**config.mk**
```make
export PLATFORM = sky130hd
export DESIGN_NAME = bin_to_rns_9_8_7_flat
export DESIGN_NICKNAME = d
export VERILOG_FILES = /design/src/rtl/bin_to_rns_9_8_7_if.sv /design/src/rtl/bin_to_rns_9_8_7.sv /design/src/flat_wrapper.sv
export SDC_FILE = /design/constraint.sdc
export NUM_CORES = 1
export LEC_CHECK = 0
export CORE_MARGIN = 4
export CORE_UTILIZATION = 55
export CTS_CLUSTER_DIAMETER = 60
export DETAILED_ROUTE_END_ITERATION = 10
export PLACE_DENSITY = 0.87
export SYNTH_ARGS = -nofsm -noshare
export SYNTH_HDL_FRONTEND = slang
export SYNTH_SLANG_ARGS = --single-unit
```
**constraint.sdc**
```tcl
create_clock -name clk -period 4.1 [get_ports clk]
set_clock_uncertainty 0.2 [all_clocks]
set_input_delay 0.82 -clock clk [delete_from_list [all_inputs] [get_ports clk]]
set_output_delay 0.82 -clock clk [all_outputs]
set_load 0.05 [all_outputs]
```
**src/rtl/bin_to_rns_9_8_7_if.sv**
```systemverilog
// Handshake bundle between a binary producer, the bin_to_rns_9_8_7
// converter and its residue consumer.
// Optional macro RNS_CONV_RANGE_CHK_EN adds the out_ovf range flag.
interface bin_to_rns_9_8_7_if #(
   parameter int IN_W = 9
);
   logic            in_valid;
   logic            in_ready;
   logic [IN_W-1:0] bin;
   logic            out_valid;
   logic            out_ready;
   logic [3:0]      x1;
   logic [2:0]      x2;
   logic [2:0]      x3;
`ifdef RNS_CONV_RANGE_CHK_EN
   logic            out_ovf;
`endif

   // Producer/consumer side: drives the operand and accepts residues.
   modport master (
      output in_valid, bin, out_ready,
      input  in_ready, out_valid, x1, x2, x3
`ifdef RNS_CONV_RANGE_CHK_EN
      , input out_ovf
`endif
   );

   // Converter side.
   modport slave (
      input  in_valid, bin, out_ready,
      output in_ready, out_valid, x1, x2, x3
`ifdef RNS_CONV_RANGE_CHK_EN
      , output out_ovf
`endif
   );
endinterface

```
**src/rtl/bin_to_rns_9_8_7.sv**
```systemverilog
// Bit-serial binary to RNS (9, 8, 7) forward converter.
// Horner reduction, MSB first, one bit per clock; valid/ready on both sides.
// Optional macro RNS_CONV_RANGE_CHK_EN: out_ovf flags inputs >= 504.
module bin_to_rns_9_8_7 #(
   parameter int IN_W = 9
) (
   input logic               clk,
   input logic               rst_n,
   bin_to_rns_9_8_7_if.slave bus
);
   localparam int CNT_W = $clog2(IN_W + 1);

   typedef enum logic [1:0] {IDLE, SHIFT, DONE} state_t;

   state_t            state, next_state;
   logic [IN_W-1:0]   sreg;
   logic [CNT_W-1:0]  cnt;
   logic [4:0]        r9;
   logic [2:0]        r8;
   logic [3:0]        r7;
   logic              in_ready, out_valid;

   // 2r + b stays <= 17 because r <= 8, so a single subtract reduces it.
   function automatic logic [4:0] step9(input logic [4:0] r, input logic b);
      logic [4:0] t;
      t = 5'({r, b});
      return (t >= 5'd9) ? t - 5'd9 : t;
   endfunction

   // Modulo 8 is just the low three bits of 2r + b.
   function automatic logic [2:0] step8(input logic [2:0] r, input logic b);
      return 3'({r, b});
   endfunction

   // 2r + b stays <= 13 because r <= 6, so a single subtract reduces it.
   function automatic logic [3:0] step7(input logic [3:0] r, input logic b);
      logic [3:0] t;
      t = 4'({r, b});
      return (t >= 4'd7) ? t - 4'd7 : t;
   endfunction

   // State register; reset aborts any conversion or held result.
   always_ff @(posedge clk) begin
      if (!rst_n) state <= IDLE;
      else        state <= next_state;
   end

   // Next-state decode and handshake outputs decoded from state.
   always_comb begin
      next_state = state;
      in_ready   = 1'b0;
      out_valid  = 1'b0;
      case (state)
         IDLE: begin
            in_ready = 1'b1;
            if (bus.in_valid) next_state = SHIFT;
         end
         SHIFT: begin
            if (cnt == CNT_W'(1)) next_state = DONE;
         end
         DONE: begin
            out_valid = 1'b1;
            if (bus.out_ready) next_state = IDLE;
         end
         default: next_state = IDLE;
      endcase
   end

   // Operand capture and one Horner step per SHIFT cycle.
   always_ff @(posedge clk) begin
      if (!rst_n) begin
         sreg <= '0;
         cnt  <= '0;
         r9   <= '0;
         r8   <= '0;
         r7   <= '0;
      end else begin
         case (state)
            IDLE: begin
               if (bus.in_valid) begin
                  sreg <= bus.bin;
                  cnt  <= CNT_W'(IN_W);
                  r9   <= '0;
                  r8   <= '0;
                  r7   <= '0;
               end
            end
            SHIFT: begin
               sreg <= sreg << 1;
               cnt  <= cnt - CNT_W'(1);
               r9   <= step9(r9, sreg[IN_W-1]);
               r8   <= step8(r8, sreg[IN_W-1]);
               r7   <= step7(r7, sreg[IN_W-1]);
            end
            default: ;
         endcase
      end
   end

   assign bus.in_ready  = in_ready;
   assign bus.out_valid = out_valid;
   // Residues are fully reduced, so dropping the top bit is lossless.
   assign bus.x1 = 4'(r9);
   assign bus.x2 = r8;
   assign bus.x3 = 3'(r7);

`ifdef RNS_CONV_RANGE_CHK_EN
   logic flag;

   // Range flag captured alongside the operand; always 0 when IN_W < 9.
   always_ff @(posedge clk) begin
      if (!rst_n)
         flag <= 1'b0;
      else if (state == IDLE && bus.in_valid)
         flag <= (32'(bus.bin) >= 32'd504);
   end

   assign bus.out_ovf = (state == DONE) && flag;
`endif
endmodule

```
**src/flat_wrapper.sv**
```systemverilog
// flat-port wrapper written by rule: the top's interface ports become plain ports
module bin_to_rns_9_8_7_flat 
#(
   parameter int IN_W = 9
)
  (clk, rst_n, bus_in_valid, bus_bin, bus_out_ready, bus_in_ready, bus_out_valid, bus_x1, bus_x2, bus_x3);
  bin_to_rns_9_8_7_if #(.IN_W(IN_W)) bus_i ();
  input logic clk;
  input logic rst_n;
  input wire logic [$bits(bus_i.in_valid)-1:0] bus_in_valid;
  input wire logic [$bits(bus_i.bin)-1:0] bus_bin;
  input wire logic [$bits(bus_i.out_ready)-1:0] bus_out_ready;
  output wire logic [$bits(bus_i.in_ready)-1:0] bus_in_ready;
  output wire logic [$bits(bus_i.out_valid)-1:0] bus_out_valid;
  output wire logic [$bits(bus_i.x1)-1:0] bus_x1;
  output wire logic [$bits(bus_i.x2)-1:0] bus_x2;
  output wire logic [$bits(bus_i.x3)-1:0] bus_x3;
  assign bus_i.in_valid = bus_in_valid;
  assign bus_i.bin = bus_bin;
  assign bus_i.out_ready = bus_out_ready;
  assign bus_in_ready = bus_i.in_ready;
  assign bus_out_valid = bus_i.out_valid;
  assign bus_x1 = bus_i.x1;
  assign bus_x2 = bus_i.x2;
  assign bus_x3 = bus_i.x3;
  bin_to_rns_9_8_7 #(.IN_W(IN_W)) u_core (.clk(clk), .rst_n(rst_n), .bus(bus_i));
endmodule
```
==> impl_metrics.json <==
{
  "cts_buffers": 3,
  "setup_slack_ns": 0.895,
  "clk_pin_slew_ns": 0.15,
  "netlist.area_leader.share_pct": 37.5,
  "fp-row-count": 17,
  "drc": 0,
  "cp-start-kind": "flop",
  "multi_input_area_um2": 718,
  "power.total_w": 0.000517,
  "outcome": "complete, no violations",
  "synth-seq-area-share_pct": 37.5,
  "relSlewSlack_pct": 55.2,
  "arrival_ns": 2.19,
  "synth_xor_area_share_pct": 0.657,
  "syn_avg_cell_area_um2": 8.13,
  "holdBufCountCts": 0,
  "cp_cell_sequence": "inv_2, nor2_1, clkdlybuf4s50_1",
  "postCtsSetupBuffers": 0,
  "yosys.area_share.simple_pct": 21.7,
  "io_buffers": 24,
  "layout-drive-gt1-share_pct": 9.39,
  "dpl.hpwl_mm": 2.15,
  "grt_usage_pct": 18.9,
  "core_area_mm2": 0.00225,
  "slew_violations": 0,
  "final_common_cell": "nor2_1",
  "tightestPinTransition_ns": 0.671,
  "synthToLayoutAreaGrowth_pct": 16.9,
  "ios": 25,
  "cts_tree": "built",
  "path_max_fanout": 17,
  "drv_cap": 0,
  "grt_max_degree": 20,
  "nNetsFinal": 200,
  "fin_setup_tns_ns": 0,
  "synth_top_family_by_area": "compound AO/OA/AOI/OAI gates",
  "max_freq_mhz": 312,
  "synth_area_leaders": "dfxtp_1 (38%), nor2_1 (14%), a21oi_1 (6.4%)",
  "cp_slowest_stage_delay_ns": 0.81,
  "wl_mm": 2.91,
  "wl_per_cell_um": 13.9,
  "layout_min_cycle_time_ns": 3.21,
  "dieArea_mm2": 0.00328,
  "start_util_pct": 59.2,
  "path_buf_inv": 2,
  "diodes": 0,
  "antenna_found_initial": 0,
  "vias": 1215,
  "ant_nets": 0,
  "yosysWarnings": 0,
  "dr.pass1.iters": 4,
  "fillers": 202,
  "dieHeight_um": 57.2,
  "drt_first_iter_violations": 25,
  "cts.htree.levels": 1,
  "rsz0062_at_grt": "false",
  "yosysUniqueCellTypes": 34,
  "synth-seq-cells": 25,
  "rrSetupSlack_ns": 2.14,
  "grt_pass1_wl_mm": 4.98,
  "synth.area.mux_share_pct": 1.69,
  "cpLargestDelayFamily": "buffers and inverters",
  "utilization_pct": 69.1,
  "required_ns": 3.08,
  "grt_pass1_vias": 1174,
  "regArea_um2": 500,
  "dpl-instance-area_mm2": 0.00153,
  "synth_nets": 182,
  "design_area_mm2": 0.00156,
  "via_per_inst": 5.81,
  "yosys.area.top_type": "dfxtp_1",
  "final_cell_mix": "nor2_1 (49), dfxtp_1 (25), clkdlybuf4s50_1 (24)",
  "pre_cts_ws_ns": 1.29,
  "leakagePower_nw": 0.580,
  "ir_drop_v": 0.000218,
  "cts.sinks": 25,
  "worstSetupPathType": "reg -> out",
  "synthCells": 164,
  "overflow": 0,
  "clk_path_buf_depth": 2,
  "root_buffer": "clkbuf_4",
  "ctsResizeCount": 0,
  "die_w_um": 57.2,
  "p_per_area_mw_per_mm2": 332,
  "hold_viol": 0,
  "cp_slowest_cell": "clkdlybuf4s50_1",
  "synth-compound-area-share_pct": 25.1,
  "synthAdderAreaFrac_pct": 4.69,
  "clock_latency_ns": 0.33,
  "finalCritPeriodShare_pct": 78.2,
  "syn_area_mm2": 0.00133,
  "place_congestion": 0.803,
  "hold_path_class": "reg -> reg",
  "setup_viol": 0,
  "critPathCaptureType": "primary output"
}
==> cell usage after synthesis, drive strengths merged <==
cell     n
ha       5
buf     11
o221a    1
nand3b   2
inv      8
nor3     6
xnor2    1
a221oi   2
o221ai   7
or2      1
o31ai    1
a22oi    8
nor2    49
nand2b   2
nor2b    1
o21ai    5
a211oi   1
a311oi   1
a21oi   18
mux2     2
o21bai   1
nor3b    1
clkbuf   1
a31oi    1
dfxtp   25
nand3    3
==> sequential cells by signal, indices dropped and copies added (netlist names) <==
signal,cells
u_core.r7,3
u_core.r9,4
u_core.sreg,9
u_core.cnt,4
u_core.state,2
u_core.bus.x2,3
==> layer usage <==
metal,vias up,wire (um),share of wire (%),global-route usage (%)
met1,579,1260,43,22.3
li1,605,-,-,-
met3,4,110,3.8,2.04
met2,27,1500,51,33.9
met4,0,44,1.5,8.61
met5,-,0,0,0
==> where the power goes <==
part	total, W	internal, W	switching, W
clock	0.000113	0.0000366	0.0000764
combinational	0.000122	0.0000531	0.0000689
sequential	0.000282	0.000260	0.0000218
==> worst min-delay path: stages, from the launching register on <==
cell and delay, ns:
dfxtp_1 0.36, inv_1 0.06, a221oi_1 0.06
==> area by class of cell <==
cell class              count  share of cell area (%)
well taps                  28                    2.25
clock inverters             1                   0.321
clock buffers               3                    1.44
flip-flops and latches     25                    32.1
repair buffers             25                    15.9
multi-input cells         119                    46.1
inverters                   8                    1.93
==> worst paths after layout <==
check / start / end / cells after the start
min reg2reg: u_core.cnt[3] / u_core.cnt[3] / 2
min: u_core.cnt[3] / u_core.cnt[3] / 2
max: u_core.state[1] / bus_out_valid / 3
max reg2reg: u_core.state[0] / u_core.r7[2] / 4
==> kinds of logic after synthesis <==
logic type               count (synthesis)
AND/OR/NAND/NOR                         65
AO/OA/AOI/OAI                           46
flip-flops                              25
buffers and inverters                   20
adder cells (fa/ha/maj)                  5
multiplexers                             2
XOR/XNOR                                 1
==> per-stage QoR <==
stage | std cells | hold WS (ns)
floorplan | 164 | 0.270
global placement | 205 | 0.285
detailed placement | 205 | 0.295
CTS | 209 | 0.314
global route | 209 | 0.344
finish | 209 | 0.315
Note: power is estimated with default switching activity, not from simulation.
